File: src/rtl/cpu_state_scanner.sv
// cpu_state_scanner
//   Debug-side walker for the single-cycle CPU display ports. A start pulse
//   snapshots PC and instruction. The block then walks all 32 registers and
//   MEM_WORDS data words, and emits each value as a tagged word on a
//   valid/ready stream.
//
//   Stream tags:
//     8'h80     PC snapshot
//     8'h81     instruction snapshot
//     8'h00+i   register i
//     8'h40+j   data word j, at MEM_BASE + 4*j
//
//   Optional feature: define SCAN_SKIP_ZERO_EN to drop register and memory
//   entries that read as zero, and to always drop r0.
//
// Parameters:
//   MEM_WORDS  number of data words scanned (1..32)
//   MEM_BASE   byte address of the first scanned word (word aligned)
//
// Ports:
//   clk, resetn          clock, synchronous active-low reset
//   start                frame request, honoured only in IDLE
//   rf_addr / rf_data    register display port (data is combinational)
//   mem_addr / mem_data  memory display port (data is combinational)
//   cpu_pc, cpu_inst     live CPU PC and instruction
//   out_valid/out_ready  stream handshake
//   out_tag, out_data    stream payload
//   busy                 frame in progress
//   done                 one-cycle pulse after the last word transfers

module cpu_state_scanner #(
  parameter int unsigned MEM_WORDS = 32,
  parameter logic [31:0] MEM_BASE  = 32'h0
) (
  input  logic        clk,
  input  logic        resetn,
  input  logic        start,
  output logic [4:0]  rf_addr,
  output logic [31:0] mem_addr,
  input  logic [31:0] rf_data,
  input  logic [31:0] mem_data,
  input  logic [31:0] cpu_pc,
  input  logic [31:0] cpu_inst,
  output logic        out_valid,
  input  logic        out_ready,
  output logic [7:0]  out_tag,
  output logic [31:0] out_data,
  output logic        busy,
  output logic        done
);

  localparam int unsigned IDX_W    = 5;
  localparam int unsigned DATA_W   = 32;
  localparam logic [IDX_W-1:0] RF_LAST  = 5'd31;
  localparam logic [IDX_W-1:0] MEM_LAST = IDX_W'(MEM_WORDS - 1);
  localparam logic [7:0] TAG_PC   = 8'h80;
  localparam logic [7:0] TAG_INST = 8'h81;

  typedef enum logic [2:0] {
    S_IDLE,
    S_EMIT_PC,
    S_EMIT_INST,
    S_RF_RD,
    S_RF_EMIT,
    S_MEM_RD,
    S_MEM_EMIT,
    S_FIN
  } state_t;

  state_t             state;
  logic [IDX_W-1:0]   idx;
  logic [DATA_W-1:0]  pc_snap;
  logic [DATA_W-1:0]  inst_snap;

  logic               xfer_c;
  logic [IDX_W-1:0]   idx_inc_c;
  logic               rf_skip_c;
  logic               mem_skip_c;

  // Byte address of scanned data word i.
  function automatic logic [31:0] word_addr(input logic [IDX_W-1:0] i);
    return MEM_BASE + {25'd0, i, 2'b00};
  endfunction

  assign xfer_c    = out_valid & out_ready;
  assign idx_inc_c = idx + 5'd1;

  // Zero-skip decision on the value read live in the RD state.
`ifdef SCAN_SKIP_ZERO_EN
  assign rf_skip_c  = (idx == '0) || (rf_data == '0);
  assign mem_skip_c = (mem_data == '0);
`else
  assign rf_skip_c  = 1'b0;
  assign mem_skip_c = 1'b0;
`endif

  // Scan sequencer; all outputs registered.
  always_ff @(posedge clk) begin
    if (!resetn) begin
      state     <= S_IDLE;
      idx       <= '0;
      pc_snap   <= '0;
      inst_snap <= '0;
      rf_addr   <= '0;
      mem_addr  <= MEM_BASE;
      out_valid <= 1'b0;
      out_tag   <= '0;
      out_data  <= '0;
      busy      <= 1'b0;
      done      <= 1'b0;
    end else begin
      done <= 1'b0;
      case (state)
        S_IDLE: begin
          if (start) begin
            pc_snap   <= cpu_pc;
            inst_snap <= cpu_inst;
            out_valid <= 1'b1;
            out_tag   <= TAG_PC;
            out_data  <= cpu_pc;
            busy      <= 1'b1;
            state     <= S_EMIT_PC;
          end
        end

        S_EMIT_PC: begin
          if (xfer_c) begin
            out_tag  <= TAG_INST;
            out_data <= inst_snap;
            state    <= S_EMIT_INST;
          end else begin
            out_data <= pc_snap;
          end
        end

        S_EMIT_INST: begin
          if (xfer_c) begin
            out_valid <= 1'b0;
            idx       <= '0;
            rf_addr   <= '0;
            state     <= S_RF_RD;
          end
        end

        S_RF_RD: begin
          if (rf_skip_c) begin
            if (idx == RF_LAST) begin
              idx      <= '0;
              mem_addr <= word_addr('0);
              state    <= S_MEM_RD;
            end else begin
              idx     <= idx_inc_c;
              rf_addr <= idx_inc_c;
            end
          end else begin
            out_valid <= 1'b1;
            out_tag   <= {3'b000, idx};
            out_data  <= rf_data;
            state     <= S_RF_EMIT;
          end
        end

        S_RF_EMIT: begin
          if (xfer_c) begin
            out_valid <= 1'b0;
            if (idx == RF_LAST) begin
              idx      <= '0;
              mem_addr <= word_addr('0);
              state    <= S_MEM_RD;
            end else begin
              idx     <= idx_inc_c;
              rf_addr <= idx_inc_c;
              state   <= S_RF_RD;
            end
          end
        end

        S_MEM_RD: begin
          if (mem_skip_c) begin
            if (idx == MEM_LAST) begin
              done  <= 1'b1;
              state <= S_FIN;
            end else begin
              idx      <= idx_inc_c;
              mem_addr <= word_addr(idx_inc_c);
            end
          end else begin
            out_valid <= 1'b1;
            out_tag   <= {3'b010, idx};
            out_data  <= mem_data;
            state     <= S_MEM_EMIT;
          end
        end

        S_MEM_EMIT: begin
          if (xfer_c) begin
            out_valid <= 1'b0;
            if (idx == MEM_LAST) begin
              done  <= 1'b1;
              state <= S_FIN;
            end else begin
              idx      <= idx_inc_c;
              mem_addr <= word_addr(idx_inc_c);
              state    <= S_MEM_RD;
            end
          end
        end

        S_FIN: begin
          // Start is deliberately not sampled here; busy drops as IDLE is re-entered.
          idx      <= '0;
          rf_addr  <= '0;
          mem_addr <= MEM_BASE;
          busy     <= 1'b0;
          state    <= S_IDLE;
        end

        default: begin
          state <= S_IDLE;
        end
      endcase
    end
  end

endmodule

File: config.mk
export PLATFORM = sky130hd
export DESIGN_NAME = cpu_state_scanner
export DESIGN_NICKNAME = d
export VERILOG_FILES = /design/src/rtl/cpu_state_scanner.sv
export SDC_FILE = /design/constraint.sdc
export NUM_CORES = 1
export LEC_CHECK = 0
export BUFFER_PORTS_ARGS = -buffer_cell sky130_fd_sc_hd__buf_2
export CAP_MARGIN = 20
export CORE_ASPECT_RATIO = 1.4
export CORE_MARGIN = 4
export CORE_UTILIZATION = 25
export CTS_BUF_LIST = sky130_fd_sc_hd__clkbuf_2
export CTS_CLUSTER_DIAMETER = 150
export DETAILED_ROUTE_END_ITERATION = 8
export SLEW_MARGIN = 20
export SYNTH_ARGS = -nofsm -noshare
export SYNTH_HDL_FRONTEND = slang
export SYNTH_SLANG_ARGS = --single-unit
File: constraint.sdc
create_clock -name clk -period 1.92 [get_ports clk]
set_clock_uncertainty 0.2 [all_clocks]
set_input_delay 0.288 -clock clk [delete_from_list [all_inputs] [get_ports clk]]
set_output_delay 0.288 -clock clk [all_outputs]
set_load 0.05 [all_outputs]
==> results.md, run 1 <==
* WL final at 24,700 um
* Clock Pin Slew Worst Setup and Hold Paths at roughly 250 ps
* CP Launch Point: idx[1]
* Setup ws final at -49.3 ps
* Die area at about 29,000 um^2
* Total GRT Usage at 0.167
* Cell Pwr Density at around 760 nW/um^2
* WS Path Type: flop to flop
* Maximum fanout along the worst path at 8
* Final Wtd Congestion at 0.836
* Register area share after synthesis at 0.384
* Most frequent cell after synthesis: nand2_1
* Die H at about 200 um
* Hold Path Cell Cnt at 4
* Seq cells post-synth at ~120
* Antenna-violating nets left at 0
* Max stage delay on crit path at between 300 and 400 ps
* Vias in the first global route at about 7,200
* Clock buffer depth at 2
* Leading area contributor after synthesis: dfxtp_1
* Synth area leaders: dfxtp_1 38%, a21oi_1 11%, nand2_1 8.7%
* Min Tclk post-route at 1970 ps
* Syn-to-layout area delta at 49.7%
* Synth cell count leaders: 150 x nand2_1, 138 x a21oi_1, 124 x dfxtp_1, 44 x nor2_1, 42 x mux2i_1
* Die W at about 140 um
* Worst path most repeated cell: ha_4
* Final-report hold violation count at 0
* Crit-path leading delay family: flip-flops
* Synth top area share at 0.384
* Core Region at about 25,000 um^2
* Max stage delay cell, worst path: dfxtp_2
* Part of the cycle the worst path needs at 1.03
* Non-Filler Instances at around 1,400
* Pin count of the biggest net entering global routing at 49
* Worst Setup EP: mem_addr[2]
* Clock root cell: clkbuf_2
* CP bufs+invs at 1
* Critical Path RT at approximately 2300 ps
* Iteration-0 DRC Markers at ~330
* Wire length of the first global-routing pass at approximately 37,000 um
* Routed vias/inst at approximately 5
* Num Clock Sinks at 124
* Slew Limit Fails at 0
* Initial Util at 0.254
* Area of the multi-input gates at 3580 um^2
* Mapped cell area at approximately 6500 um^2
* Drc violations at 0
* Dpl cells at around 1,300
* Final core occ at 0.380
* Port Buffers at 183
* Initial DRT Pass Iterations at 5
* Wirelength per Cell at 17.3 um
* Critical Path Start Type: flop
* Number of flops mapped to enable cells by yosys at 0
* FMAX at ~500 MHz
* WP data arrival at roughly 2400 ps
* Num ports at around 210
* Max_cap viols at 0
* Reg2Reg Setup Slack at -50 ps
* Site row count at 69
* Final setup violation count at 8
* Maximum vdd drop at ~0.00034 V
* Syn. warnings at 0
* Failing checks: negative setup slack
* Initial antenna violation count at 3
* Unrepaired setup endpoints after global routing: true
* FF-to-FF path depth at 8
* FF-to-FF End: mem_addr[2]
* Worst-Skew Late Latency at 760 ps
* Leakage power at 3.94 nW
* CTS H-tree depth at 4
* Cell count after synthesis at approximately 780
* Detail Placement HPWL at approximately 16,000 um
* Crit path depth at 8
* DR vias at between 7,000 and 8,000
* Post-synth top flop: dfxtp_1
* Fill cells at between 2,000 and 2,500
* Nets at ~1,200
* Setup crit end kind: flop
* Share of layout cells above drive strength 1 at 0.303
* Status: finished, violations left
* R2r startpoint: idx[1]
* Synth unique cells at 50
* Avg Cell Area, Syn at roughly 8.3 um^2
* Sequential Area at roughly 2500 um^2
* TritonCTS clock tree: yes
* Clock buffer count from CTS at 17
* Worst-path cell chain: ha_4 -> and3_4 -> ha_4 -> buf_6 -> nor2b_2 -> o311a_4 -> mux2i_1 -> nor2_1
* GR Overflow Total at 0
* Hold Crit Class: primary input to flop
* Post-synth ARST share at 0
-- metrics by stage --
stage	hold slack [ps]	area [um^2]	setup WS, ps	total power, W	TNS [ps]
after floorplan	224	6620	-10.4	0.00466	-20.7
after global placement	241	7810	2.22	0.00528	0
after detailed placement	243	7810	-55.2	0.00530	-208
after CTS	44.2	9540	-68.3	0.00736	-242
after global routing	44.8	9680	-98.6	0.00774	-971
final	121	9690	-49.3	0.00738	-243
-- layout make-up --
| class | count | area share |
|---|---|---|
| diodes | 6 | 0.00155 |
| multi-input cells | 572 | 0.369 |
| clock inverters | 13 | 0.0155 |
| inverters | 4 | 0.00155 |
| clock buffers | 19 | 0.00981 |
| well taps | 319 | 0.0412 |
| repair buffers | 367 | 0.302 |
| flip-flops and latches | 124 | 0.259 |
-- tightest hold or removal path: cells and delay by family --
| family | cells | cell delay (ps) |
|---|---|---|
| AO/OA/AOI/OAI | 1 | 50 |
| buffers and inverters | 2 | 690 |
| AND/OR/NAND/NOR | 1 | 50 |
-- metal layers --
metal | vias up | share of wire | track usage
li1 | 3348 | - | -
met1 | 3431 | 0.37 | 0.175
met2 | 324 | 0.52 | 0.295
met3 | 105 | 0.046 | 0.0300
met4 | 0 | 0.058 | 0.120
met5 | - | 0 | 0
-- cells in the final DEF (no fill, tap or decap), types with 36 or more instances in the layout --
cell,n
nand2_1,149
a21oi_1,138
dlygate4sd3_1,131
buf_2,131
dfxtp_1,110
buf_4,76
nor2_1,44
mux2i_1,39
o21ai_0,36
a32o_1,36
-- how the worst min path moves through the flow --
| stage | end | slack [ps] | start |
|---|---|---|---|
| after CTS | inst_snap[6] | 40 | cpu_inst[6] |
| after global routing | inst_snap[17] | 40 | cpu_inst[17] |
| after global placement | pc_snap[18] | 240 | pc_snap[18] |
| after detailed placement | rf_addr[3] | 240 | rf_addr[3] |
| final | inst_snap[17] | 120 | cpu_inst[17] |
| after floorplan | inst_snap[0] | 220 | cpu_inst[0] |
-- flip-flops by register name (all words and copies together), names as in the netlist --
name and flops:
out_valid 1, out_tag 7, pc_snap 32, done 1, idx 5, out_data 32
inst_snap 32, busy 1, rf_addr 5, state 3, mem_addr 5
-- report_power, final --
| group | internal [W] | total, W | switching (W) |
|---|---|---|---|
| Clock | 0.000722 | 0.00177 | 0.00104 |
| Combinational | 0.00102 | 0.00262 | 0.00160 |
| Sequential | 0.00282 | 0.00298 | 0.000160 |
-- repair_timing --
item,CTS,global route
gates cloned,0,1
setup endpoints to repair,47,61
hold endpoints to repair,119,0
resized for setup,51,41
pin swaps,5,7
hold buffers,131,0
buffers inserted,4,1
-- cells by family after synthesis --
family	share of synthesized area
flops	0.384
simple gates	0.157
xor+xnor	0.00541
fa+ha+maj	0.00580
compound gates	0.287
other cells	0.000579
mux	0.0650
buf+inv	0.0953
(Power assumes the default switching activity.)
==> inputs of run 2 (changes only) <==
Clock period 1.92 ns to 1.9 ns, I/O delays scaled along.
==> run 2 against run 1 <==
Effect of this change: the flow still finishes with violations (negative setup slack); combinational power up 2%; non-clock buffer count fell by 4; clock power hardly changed; global-route usage decreased by 0.37 points; sequential share of layout area is 0.10 points lower; register-to-register slack about the same; sequential power is essentially flat; setup slack got worse by 12 ps; final area increased by 0.19%; critical endpoint is now mem_addr[6].
==> results.md, run 2 (same netlist as run 1, synthesis figures left out) <==
* Hold Crit Class: primary input to flop
* GR Overflow Total at 0 (unchanged)
* Sw Ratio at 0.380 (-0.000536)
* Min Tclk post-route at 1960 ps (-8.06 ps)
* WP data arrival at 2370 ps (-20 ps)
* Unrepaired setup endpoints after global routing: true
* Vias in the first global route at 7,111 (-1.8%)
* CP bufs+invs at 0 (-1)
* Max_cap viols at 0 (unchanged)
* Core Region at 25,500 um^2 (unchanged)
* Clock buffer depth at 2 (unchanged)
* Num Clock Sinks at 124 (unchanged)
* Final-report hold violation count at 0 (unchanged)
* Initial Util at 0.254 (unchanged)
* Wirelength per Cell at 16.9 um (-2.5%)
* Worst-path cell chain: ha_4 -> and3_4 -> ha_4 -> nor3b_4 -> o311a_4 -> nand2b_1 -> a21oi_1
* Hold Path Cell Cnt at 4 (unchanged)
* Slew Limit Fails at 0 (unchanged)
* Antenna-violating nets left at 0 (unchanged)
* Setup crit end kind: flop
* Critical Path RT at 2310 ps (-30 ps)
* Total power at 0.00746 W (+1.1%)
* Clk network pwr share at 0.241 (about the same)
* Syn-to-layout area delta at 50.0%
* WL final at 23,900 um (-2.9%)
* End of the worst hold path: inst_snap[12]
* Min-delay src: cpu_inst[12]
* Wire length of the first global-routing pass at 36,700 um (-1.6%)
* CTS H-tree depth at 4 (unchanged)
* Clock root cell: clkbuf_2
* Nets at 1,217 (-0.33%)
* Status: finished, violations left
* DR vias at 7,097 (-1.5%)
* Clock buffer count from CTS at 17 (unchanged)
* Cell area after layout at 9710 um^2 (+0.19%)
* Registers with the most flip-flops: inst_snap x32, out_data x32, pc_snap x32
* Die H at 198 um (unchanged)
* Max stage delay cell, worst path: dfxtp_4
* P_int at 0.00463 W (+1.2%)
* Initial antenna violation count at 2 (-1)
* FF-to-FF End: mem_addr[6]
* Site row count at 69 (unchanged)
* Sequential share of power at 0.402 (-0.003)
* Iteration-0 DRC Markers at 361 (+8.4%)
* Leakage power at 3.93 nW (-0.39%)
* Num ports at 212 (unchanged)
* Worst-Skew Late Latency at 700 ps (-60 ps)
* Routed vias/inst at 5.00 (-1.1%)
* Share of layout cells above drive strength 1 at 0.294 (-0.00894)
* Critical Path Start Type: flop
* Detail Placement HPWL at 15,500 um (-0.67%)
* R2r startpoint: idx[0]
* Pin count of the biggest net entering global routing at 65 (+33%)
* Part of the cycle the worst path needs at 1.03 (+0.00655)
* Clock Pin Slew Worst Setup and Hold Paths at 230 ps (-20 ps)
* Maximum vdd drop at 0.000312 V (-7.7%)
* Die area at 28,600 um^2 (unchanged)
* Worst path most repeated cell: ha_4
* Sw Pwr at 0.00283 W (+0.98%)
* Max stage delay on crit path at 400 ps (about the same)
* FF-to-FF path depth at 7 (-1)
* Drc violations at 0 (unchanged)
* Cell Pwr Density at 768 nW/um^2 (+0.93%)
* Port Buffers at 183 (unchanged)
* Final Wtd Congestion at 0.801 (-4.2%)
* WS Path Type: flop to flop
* Failing checks: negative setup slack
* Die W at 144 um (unchanged)
* Placed cell areas at 7860 um^2 (+0.64%)
* Final core occ at 0.381 (+0.000737)
* Maximum fanout along the worst path at 8 (unchanged)
* Reg2Reg Setup Slack at -60 ps (about the same)
* Commonest non-fill, non-tap cells in the layout: 148 x nand2_1, 138 x buf_2, 137 x a21oi_1
* Final setup violation count at 8 (unchanged)
* Setup ws final at -61.2 ps (-11.9 ps)
* Total GRT Usage at 0.163 (-0.00367)
* FMAX at 510 MHz (+0.41%)
* TritonCTS clock tree: yes
* TNS Setup at -275 ps (-31.7 ps)
* Crit-path leading delay family: simple AND/OR/NAND/NOR gates
* Comb pwr share at 0.357 (about the same)
* Dpl ws at -32.7 ps (+22.6 ps)
* Initial DRT Pass Iterations at 5 (unchanged)
* Most common cell after layout, fill and taps aside: nand2_1
run 2: cell count changes in the layout (fill, tap and decap cells not counted), moves of 3 or more:
cell	delta
buf_2	+7
buf_6	-3
dfxtp_2	-4
mux2i_1	+3
dfxtp_1	+4
buf_12	+7
clkinv_2	-3
buf_4	-12
run 2: layer usage:
layer | wire, um | vias up | global-route usage
met4 | 1500 | 0 | 0.114
met3 | 1120 | 106 | 0.0280
met2 | 12300 | 321 | 0.284
met1 | 9010 | 3331 | 0.177
li1 | - | 3339 | -
met5 | 0 | - | 0
run 2: worst max-delay path by stage:
stage,end,slack [ps],cells past startpoint,from
2_1_floorplan,mem_addr[3],-30,8,idx[0]
3_3_place_gp,mem_addr[3],-10,7,idx[0]
3_5_place_dp,mem_addr[2],-30,7,idx[1]
4_1_cts,mem_addr[3],-100,7,idx[0]
5_1_grt,mem_addr[2],-160,8,idx[0]
6_report,mem_addr[6],-60,7,idx[0]
run 2: worst register-to-register path: stages (launching register included):
cell	delay (ps)
dfxtp_4	400
ha_4	150
and3_4	190
ha_4	160
nor3b_4	150
o311a_4	360
nand2b_1	160
a21oi_1	110
run 2: through the flow:
step	hold WS, ps	instances
finish	167	1418
global route	72.1	1416
CTS	61.8	1410
detailed placement	246	1245
global placement	241	1245
floorplan	221	803
run 2: layout make-up:
type | count | area (um^2)
Fill cell | 2535 | 15800
Multi-Input combinational cell | 572 | 3580
Tap cell | 319 | 399
Timing Repair Buffer | 363 | 2930
Sequential cell | 124 | 2510
Clock inverter | 15 | 173
Inverter | 4 | 15.0
Clock buffer | 17 | 85.1
Antenna cell | 4 | 10.0
run 2: power groups by stage:
stage	sequential, W	clock, W	combinational (W)
floorplan	0.00347	0	0.00124
global placement	0.00304	0	0.00230
detailed placement	0.00305	0	0.00232
CTS	0.00300	0.00189	0.00260
global route	0.00303	0.00198	0.00286
finish	0.00300	0.00180	0.00266
run 2: repair_timing:
action	in CTS	in global routing
endpoints found under the hold margin	124	0
setup endpoints to repair	48	54
resized for setup	49	24
buffers inserted	2	4
hold buffers	131	0
pin swaps	5	5
gates cloned	0	0
